`src/rtl/cmt_pkg.sv`:
```
// Shared constants for the N-channel compare match timer.
// Register offsets within a channel window, CTRL/STATUS bit positions, CKS
// encodings with their prescaler divisor-minus-one values, and channel stride.
package cmt_pkg;

    // Byte offsets inside one channel's register window
    localparam logic [3:0] OFF_CTRL   = 4'h0;
    localparam logic [3:0] OFF_STATUS = 4'h4;
    localparam logic [3:0] OFF_CNT    = 4'h8;
    localparam logic [3:0] OFF_CONST  = 4'hC;

    // Each channel occupies 16 bytes of address space
    localparam int unsigned CHAN_STRIDE = 32'h10;

    // CTRL bit positions
    localparam int CTRL_STR    = 0;
    localparam int CTRL_CKS_LO = 1;
    localparam int CTRL_CKS_HI = 2;
    localparam int CTRL_CMIE   = 3;
    localparam int CTRL_OS     = 4;

    // STATUS bit positions
    localparam int STATUS_CMF = 0;

    typedef enum logic [1:0] {
        CKS_DIV8   = 2'd0,
        CKS_DIV32  = 2'd1,
        CKS_DIV128 = 2'd2,
        CKS_DIV512 = 2'd3
    } cks_e;

    localparam logic [8:0] DIV8_M1   = 9'd7;
    localparam logic [8:0] DIV32_M1  = 9'd31;
    localparam logic [8:0] DIV128_M1 = 9'd127;
    localparam logic [8:0] DIV512_M1 = 9'd511;

    // Terminal prescaler value for a given clock select
    function automatic logic [8:0] cks_div_m1(input logic [1:0] cks);
        logic [8:0] d;
        case (cks)
            CKS_DIV8:   d = DIV8_M1;
            CKS_DIV32:  d = DIV32_M1;
            CKS_DIV128: d = DIV128_M1;
            default:    d = DIV512_M1;
        endcase
        return d;
    endfunction

endpackage

```
`src/rtl/cmt_chan.sv`:
```
// One compare-match timer channel: prescaler, up-counter, compare, CTRL/STATUS/CNT/CONST.
// Register writes commit on the strobe edge; compare match sets CMF and irq on the same edge.
// No backpressure: strobes are single-cycle decoded writes that always complete.
//
// Ports: clk/rst (async active-high); ctrl_we/status_we/cnt_we/const_we write strobes with
// wdata; ctrl/cmf/cnt/cnst read-back fields; irq = CMF & CMIE from a flop.
// Build option CMT_ONESHOT_EN: implements the OS bit and one-shot auto-stop; otherwise
// OS reads 0 and the channel is always periodic.
module cmt_chan
    import cmt_pkg::*;
#(
    parameter int CW = 16
) (
    input  logic          clk,
    input  logic          rst,
    input  logic          ctrl_we,
    input  logic          status_we,
    input  logic          cnt_we,
    input  logic          const_we,
    input  logic [31:0]   wdata,
    output logic [4:0]    ctrl,
    output logic          cmf,
    output logic [CW-1:0] cnt,
    output logic [CW-1:0] cnst,
    output logic          irq
);

    logic          str, str_n;
    logic [1:0]    cks, cks_n;
    logic          cmie, cmie_n;
    logic          cmf_n;
    logic [CW-1:0] cnt_n, cnst_n;
    logic [8:0]    pre, pre_n;
    logic          tick;
    logic          os;
    logic          unused_wdata;

`ifdef CMT_ONESHOT_EN
    logic os_q, os_n;
    assign os = os_q;
`else
    assign os = 1'b0;
`endif

    assign unused_wdata = ^wdata;

    // >= rather than == so a CKS change to a shorter divisor mid-period
    // ticks straight away instead of running the 9-bit prescaler round.
    assign tick = str && (pre >= cks_div_m1(cks));

    always_comb begin
        str_n  = str;
        cks_n  = cks;
        cmie_n = cmie;
        cmf_n  = cmf;
        cnt_n  = cnt;
        cnst_n = cnst;
        pre_n  = '0;
`ifdef CMT_ONESHOT_EN
        os_n   = os_q;
`endif
        // Clear first so a simultaneous match below re-sets the flag
        if (status_we && wdata[STATUS_CMF]) cmf_n = 1'b0;

        if (tick) begin
            if (cnt == cnst) begin
                cnt_n = '0;
                cmf_n = 1'b1;
`ifdef CMT_ONESHOT_EN
                if (os_q) str_n = 1'b0;
`endif
            end else begin
                cnt_n = cnt + CW'(1);
            end
        end

        // Register writes come last so they override same-cycle hardware updates
        if (ctrl_we) begin
            str_n  = wdata[CTRL_STR];
            cks_n  = wdata[CTRL_CKS_HI:CTRL_CKS_LO];
            cmie_n = wdata[CTRL_CMIE];
`ifdef CMT_ONESHOT_EN
            os_n   = wdata[CTRL_OS];
`endif
        end
        if (cnt_we)   cnt_n  = wdata[CW-1:0];
        if (const_we) cnst_n = wdata[CW-1:0];

        // Prescaler only runs across cycles where STR stays high, so the
        // first tick lands exactly one divisor period after a start.
        if (str && str_n) pre_n = tick ? 9'd0 : pre + 9'd1;
    end

    always_ff @(posedge clk or posedge rst) begin
        if (rst) begin
            str  <= 1'b0;
            cks  <= 2'd0;
            cmie <= 1'b0;
            cmf  <= 1'b0;
            cnt  <= '0;
            cnst <= '1;
            pre  <= 9'd0;
            irq  <= 1'b0;
`ifdef CMT_ONESHOT_EN
            os_q <= 1'b0;
`endif
        end else begin
            str  <= str_n;
            cks  <= cks_n;
            cmie <= cmie_n;
            cmf  <= cmf_n;
            cnt  <= cnt_n;
            cnst <= cnst_n;
            pre  <= pre_n;
            irq  <= cmf_n & cmie_n;
`ifdef CMT_ONESHOT_EN
            os_q <= os_n;
`endif
        end
    end

    assign ctrl = {os, cmie, cks, str};

endmodule

```
`src/rtl/cmt_nch.sv`:
```
// N-channel compare match timer behind a zero-wait-state APB slave.
// Writes commit on the access edge; reads are combinational in the access phase.
// No backpressure: pready_o is tied high; out-of-range accesses answer with pslverr_o.
//
// Ports: clk/rst (async active-high); APB psel_i/pwrite_i/penable_i/paddr_i/pwdata_i in,
// prdata_o/pslverr_o/pready_o out; cmt_int_o[n] is channel n's registered interrupt.
// Build option CMT_ONESHOT_EN enables the per-channel one-shot mode (see cmt_chan).
module cmt_nch
    import cmt_pkg::*;
#(
    parameter int NCH = 2,
    parameter int CW  = 16,
    parameter int AW  = 8
) (
    input  logic           clk,
    input  logic           rst,
    input  logic           psel_i,
    input  logic           pwrite_i,
    input  logic           penable_i,
    input  logic [AW-1:0]  paddr_i,
    input  logic [31:0]    pwdata_i,
    output logic [31:0]    prdata_o,
    output logic           pslverr_o,
    output logic           pready_o,
    output logic [NCH-1:0] cmt_int_o
);

    logic [31:0]   addr32;
    logic [31:0]   chan_idx;
    logic [3:0]    off;
    logic          access;
    logic          in_range;
    logic          wr;

    logic [4:0]    ctrl_rd [NCH];
    logic          cmf_rd  [NCH];
    logic [CW-1:0] cnt_rd  [NCH];
    logic [CW-1:0] cnst_rd [NCH];

    assign addr32   = 32'(paddr_i);
    assign chan_idx = addr32 / CHAN_STRIDE;
    assign off      = paddr_i[3:0];
    assign access   = psel_i & penable_i;
    assign in_range = addr32 < NCH * CHAN_STRIDE;
    assign wr       = access & pwrite_i & in_range;

    assign pready_o  = 1'b1;
    assign pslverr_o = access & ~in_range;

    for (genvar n = 0; n < NCH; n++) begin : g_chan
        logic sel;
        assign sel = wr && (chan_idx == 32'(n));

        cmt_chan #(.CW(CW)) u_chan (
            .clk       (clk),
            .rst       (rst),
            .ctrl_we   (sel && off == OFF_CTRL),
            .status_we (sel && off == OFF_STATUS),
            .cnt_we    (sel && off == OFF_CNT),
            .const_we  (sel && off == OFF_CONST),
            .wdata     (pwdata_i),
            .ctrl      (ctrl_rd[n]),
            .cmf       (cmf_rd[n]),
            .cnt       (cnt_rd[n]),
            .cnst      (cnst_rd[n]),
            .irq       (cmt_int_o[n])
        );
    end

    always_comb begin
        prdata_o = 32'd0;
        if (access && !pwrite_i && in_range) begin
            for (int n = 0; n < NCH; n++) begin
                if (chan_idx == 32'(n)) begin
                    case (off)
                        OFF_CTRL:   prdata_o = 32'(ctrl_rd[n]);
                        OFF_STATUS: prdata_o = 32'(cmf_rd[n]);
                        OFF_CNT:    prdata_o = 32'(cnt_rd[n]);
                        OFF_CONST:  prdata_o = 32'(cnst_rd[n]);
                        default:    prdata_o = 32'd0;
                    endcase
                end
            end
        end
    end

endmodule

```
`config.mk`:
```
export PLATFORM = sky130hd
export DESIGN_NAME = cmt_nch
export DESIGN_NICKNAME = d
export VERILOG_FILES = /design/src/rtl/cmt_pkg.sv /design/src/rtl/cmt_chan.sv /design/src/rtl/cmt_nch.sv
export SDC_FILE = /design/constraint.sdc
export NUM_CORES = 1
export LEC_CHECK = 0
export ABC_AREA = 1
export BUFFER_PORTS_ARGS = -buffer_cell sky130_fd_sc_hd__buf_2
export CAP_MARGIN = 20
export CORE_MARGIN = 8
export CORE_UTILIZATION = 50
export DETAILED_ROUTE_END_ITERATION = 6
export PLACE_DENSITY_LB_ADDON = 0.1
export SYNTH_ARGS = -nofsm -noshare
export SYNTH_HDL_FRONTEND = slang
export SYNTH_SLANG_ARGS = --single-unit
```
`constraint.sdc`:
```
create_clock -name clk -period 4.5 [get_ports clk]
set_clock_uncertainty 0.2 [all_clocks]
set_input_delay 1.125 -clock clk [delete_from_list [all_inputs] [get_ports clk]]
set_output_delay 1.125 -clock clk [all_outputs]
set_load 0.01 [all_outputs]
```
Yosys cells after proc, flatten, opt, wreduce, memory -nomap -nowiden
Index checks and enable logic that the tools add are counted.
W data, S select, Z words.
{ "totals": {"output_inout_bits": 36, "register_bits": 94} }
{ "classes": {"bitwise_logic": 7, "reduce_logical": 25, "mux": 27, "order_cmp": 3, "eq_ne": 10, "n_addsub": 4} }
{ "op_table": {"columns": ["op", "count"], "rows": [
  ["$pmux W16 S4", 2],
  ["$mux W16", 7],
  ["$mux W32", 2],
  ["$pmux W9 S3", 2],
  ["$mux W9", 4],
  ["$add A16 B1 Y16 const B", 2],
  ["$eq A16 B16 Y1", 2],
  ["$logic_not A32 Y1", 1],
  ["$add A9 B1 Y9 const B", 2],
  ["$ge A9 B9 Y1", 2],
  ["$logic_and A1 B1 Y1", 18],
  ["$mux W1", 10],
  ["$eq A4 B4 Y1 const B", 2],
  ["$lt A8 B6 Y1 const B", 1],
  ["$and A1 B1 Y1", 6],
  ["$eq A2 B1 Y1 const B", 2],
  ["$eq A2 B2 Y1 const B", 2],
  ["$eq A4 B1 Y1 const B", 1],
  ["$eq A4 B3 Y1 const B", 1],
  ["$logic_not A2 Y1", 2],
  ["$logic_not A4 Y1", 1],
  ["$reduce_bool A2 Y1", 2],
  ["$logic_not A1 Y1", 1],
  ["$not A1 Y1", 1]
]} }

Longest topological paths before layout
{ "logic_depth": {"word_depth": 10, "depth_mapped": 13, "mapped_depth_nobuf": 12} }

Cells and area by module
Synthesis repeated with hierarchy kept, for this count alone.
{ "unflattened": {"cells_unflattened": 1078, "area_unflattened_um2": 6894.1} }
{ "by_module_without_submodules": {"columns": ["module", "area_per_inst_um2", "seq_area_each_um2", "instances", "cells_per_inst"], "rows": [
  ["cmt_chan", 2896.5, 1196.1, 2, 424],
  ["cmt_nch", 1101.1, 0.0, 1, 230]
]} }

Worst setup path before layout
Ideal clock, no wire load.
{ "synth_timing": {"kind": "input-to-output", "from": "in paddr_i[7]", "to": "out prdata_o[12]", "slack_ps": 919, "required_time_ps": 3175, "cell_stages": 7, "arrival_ps": 2256, "n_path_buf": 1, "cell_sequence": "or2_4 > nor2_8 > inv_1 > nor2_2 > buf_2 > nand2_1 > a21oi_1"} }
{ "synth_via": {"elab_chain_cells": 4, "word_cells_on_any_way": 7, "cone_classes": "order compare (1); eq/ne (1); mux (3); reduce/logical (2)"} }
{ "synth_lines": {"columns": ["item", "line_no", "rtl"], "rows": [
  ["start, declared", "cmt_nch.sv:20", "input logic [AW-1:0] paddr_i,"],
  ["branches (longest 3 deep; another with $lt A8 B6 Y1)", null, null],
  ["$mux W32 (*)", "cmt_nch.sv:72", "if (access && !pwrite_i && in_range) begin"],
  ["end, declared", "cmt_nch.sv:22", "output logic [31:0] prdata_o,"]
]} }
Mark *: on every way between the ends.

Worst setup path in the final report
{ "layout_timing": {"from": "in paddr_i[7]", "to": "out prdata_o[4]"} }
The elaborated chain is that of the path after synthesis.

==> summary.txt <==
Outcome
  – Run status: completed

Synthesis
  – Syn_area_per_cell: about 6.7 um2
  – Post-synth EDFFs: 0
  – Seq cells post-synth: 94
  – Post-synthesis compound-gate area fraction: 9.93%
  – Synth warn: 0
  – Commonest cells in the netlist: nand2_1, inv_1, nor2_1
  – Cell count after synthesis: 986
  – Post-synthesis sequential area ratio: around 36%
  – Mux contribution to synthesized area: 0%
  – Synth Cell Area: 0.00665 mm2
  – Synth Area in Simple Gates: between 30% and 40%
  – Adder-Cell Fraction of Synth Area: about 2.3%
  – Post-Synth XOR/XNOR Area: about 4.3%
  – Most frequent cell after synthesis: nand2_1
  – Asr flop ratio synth: between 90% and 100%
  – Yosys cell types: just over 40
  – Synth Flop Type: dfrtp_1
  – Yosys top cell by area: dfrtp_1
  – Largest family of logic cells by synthesized area: simple AND/OR/NAND/NOR gates
  – Yosys top cell area share: a little under a quarter
  – Main area contributors after synthesis: dfrtp_1, nand2_1, dfstp_2

Layout
  – Area grow syn2layout: 9.28%
  – Antenna Cells: 0
  – Share of layout cells above drive strength 1: 12.2%
  – Final nets: between 1000 and 1500
  – Fill cells: about 1400

Global route
  – Grt met3 use: 3.58%
  – Pin count of the biggest net entering global routing: between 50 and 60
  – GR Overflow Total: 0
  – Vias in the first global route: 5758
  – GR peak layer: met2
  – Global Route Usage Sum: 21.0%
  – Met1 Resource Use GR: roughly 29%
  – First-pass GRT wire length: slightly below 30000 um
  – Antenna violations before repair: 0
  – Met2 GRT Util: about 33%

Floorplanning
  – Core Box Area: ~0.013 mm2
  – Die Wd: roughly 130 um
  – Io pins: 81
  – Chip height: about 130 um
  – Row count: 42
  – Initial Util: approximately half
  – DIE AREA: ~0.017 mm2

Critical path
  – R2R Setup Slk: about 1.9 ns
  – FF-to-FF End: g_chan[1].u_chan.cnt[15]
  – Critical path class: in -> out
  – Worst Path Arrival: between 2 and 3 ns
  – Setup crit start: paddr_i[7]
  – Worst Path Max Fanout: 11
  – CP endpoint kind: primary output
  – Worst path max stage delay: slightly below 0.3 ns
  – CP delay by family, top: simple AND/OR/NAND/NOR gates
  – Reg-to-reg startpoint: g_chan[1].u_chan.cks[1]
  – Cell Chain, Critical Path: buf_2 -> or2_4 -> nor2_8 -> nand4_1 -> nor2_1 -> inv_1 -> a21oi_1 -> buf_2
  – Worst path most repeated cell: buf_2
  – Worst setup path end: prdata_o[4]
  – CP Data Required Time: roughly 3.2 ns
  – Worst Setup Start Kind: primary input
  – Reg2Reg Depth: 9
  – Buf/Inv on CP: 3
  – Slowest cell on crit path: a21oi_1
  – Worst path depth: 8

Place
  – Number of port buffers: 47
  – Placed wire-length estimate: approximately 13000 um
  – Worst setup slack after placement: about 0.46 ns
  – GP Congestion: between 0.8 and 0.9

Clock network
  – CTS Root Cell: clkbuf_16
  – CTS tree: yes
  – Clock transition at path regs: ~0.06 ns
  – Post-CTS Setup Bufs: 0
  – CTS sink count: between 90 and 100
  – TritonCTS Buffers: 9
  – Clk Latency, worst-skew pair: approximately 0.35 ns
  – Htree depth: 3
  – PostCTS Resize Cnt: 0
  – Hold buffer count at cts: 0
  – CTS max path bufs: 2

STA
  – Post-Route Setup TNS: 0 ns
  – Max-slew headroom at the worst pin: about 39%
  – Final Hold Viols: 0
  – Fmax achieved: between 200 and 250 MHz
  – WHS: ~0.26 ns
  – Final setup viols: 0
  – Fin crit share: 90.7%
  – Crit path time final: roughly 4.1 ns
  – Slack of the critical path: between 0.4 and 0.5 ns
  – Slew Viols, Final: 0
  – RSZ-0062 raised after global routing: no
  – Tightest Pin Transition: about 0.92 ns

Power and ir drop
  – Power density cells: around 260 mW/mm2
  – Worst VDD drop: between 100 and 150 uV
  – Total power: 1910 uW
  – Leak: 0.00365 uW

Job
  – Max Cap Viol: 0

Routing
  – Drt pass-1 iters: 5
  – # DRC: 0
  – Routed len/inst: approximately 15 um
  – Vias: roughly 6100
  – Via density: between 5 and 6
  – Final wirelength: between 15000 and 20000 um
  – 1st-iter DRT viols: 420
  – Detail Route Antenna Nets: 0

Min path
  – Hold crit path type: reg -> reg
## layout by cell type, fill, tap and decap left out, drive strengths merged, types with 12 or more instances in the layout
cell	instances
xor2	30
o21ai	57
buf	53
dfstp	32
o22ai	23
a21oi	25
dfrtp	62
nand2	395
ha	12
nand3	52
nor2	92
conb	17
nand4	14
inv	117
## routing by layer
metal  vias to the layer above  routed length (um)
met3                        23                 816
met4                         0                 384
met5                         -                   0
met1                      2776                8460
met2                       153                8000
li1                       3121                   -
## power breakdown
| group | leakage [uW] | internal (uW) | switching [uW] |
|---|---|---|---|
| clock | 0.000166 | 547 | 357 |
| combinational | 0.00232 | 33.0 | 105 |
| sequential | 0.00117 | 856 | 7.09 |
| total | 0.00365 | 1440 | 469 |
## sequential cells by signal (all words and copies together), names as in the netlist
name	flops
g_chan.u_chan.cks	4
g_chan.u_chan.cmf	2
g_chan.u_chan.cmie	2
g_chan.u_chan.cnst	32
g_chan.u_chan.cnt	32
g_chan.u_chan.irq	2
g_chan.u_chan.pre	18
g_chan.u_chan.str	2
## worst reg2reg max path, delay by kind of cell (launching register included)
family,cells,cell delay (ns)
fa+ha+maj,1,0.30
simple gates,4,0.69
buf+inv,1,0.30
compound gates,3,0.55
flops,1,0.45
## how the worst min path moves through the flow
stage,cells after the start,slack [ns],start,to
CTS,1,0.26,g_chan[0].u_chan.pre[0],g_chan[0].u_chan.pre[0]
global route,1,0.29,g_chan[0].u_chan.pre[0],g_chan[0].u_chan.pre[0]
floorplan,1,0.23,g_chan[0].u_chan.pre[0],g_chan[0].u_chan.pre[0]
global placement,1,0.25,g_chan[1].u_chan.pre[0],g_chan[1].u_chan.pre[0]
detailed placement,1,0.26,g_chan[0].u_chan.pre[0],g_chan[0].u_chan.pre[0]
finish,1,0.26,g_chan[0].u_chan.pre[0],g_chan[0].u_chan.pre[0]
## per-stage QoR
step	util [%]	area [um2]	instances
3_3_place_gp	52.7	6920	1185
5_1_grt	55.3	7270	1201
2_1_floorplan	-	6710	1001
3_5_place_dp	52.7	6920	1185
4_1_cts	55.3	7270	1201
6_report	55.3	7270	1201
## cells by family (layout without fill, tap and decap cells)
logic type / count (synthesis) / in the layout
compound gates: 115 / 115
other cells: 2 / 17
fa+ha+maj: 12 / 12
simple gates: 565 / 565
buf+inv: 165 / 189
flops: 94 / 94
xor+xnor: 33 / 33
## final cells by class
cell class / instances / area (um2) / area share (%)
well taps: 176 / 220 / 3.03
repair buffers: 53 / 293 / 4.03
multi-input cells: 742 / 3550 / 48.8
inverters: 120 / 469 / 6.46
clock buffers: 9 / 225 / 3.10
flip-flops and latches: 94 / 2390 / 32.9
clock inverters: 7 / 120 / 1.65
Power figures use the tool's default switching activity.
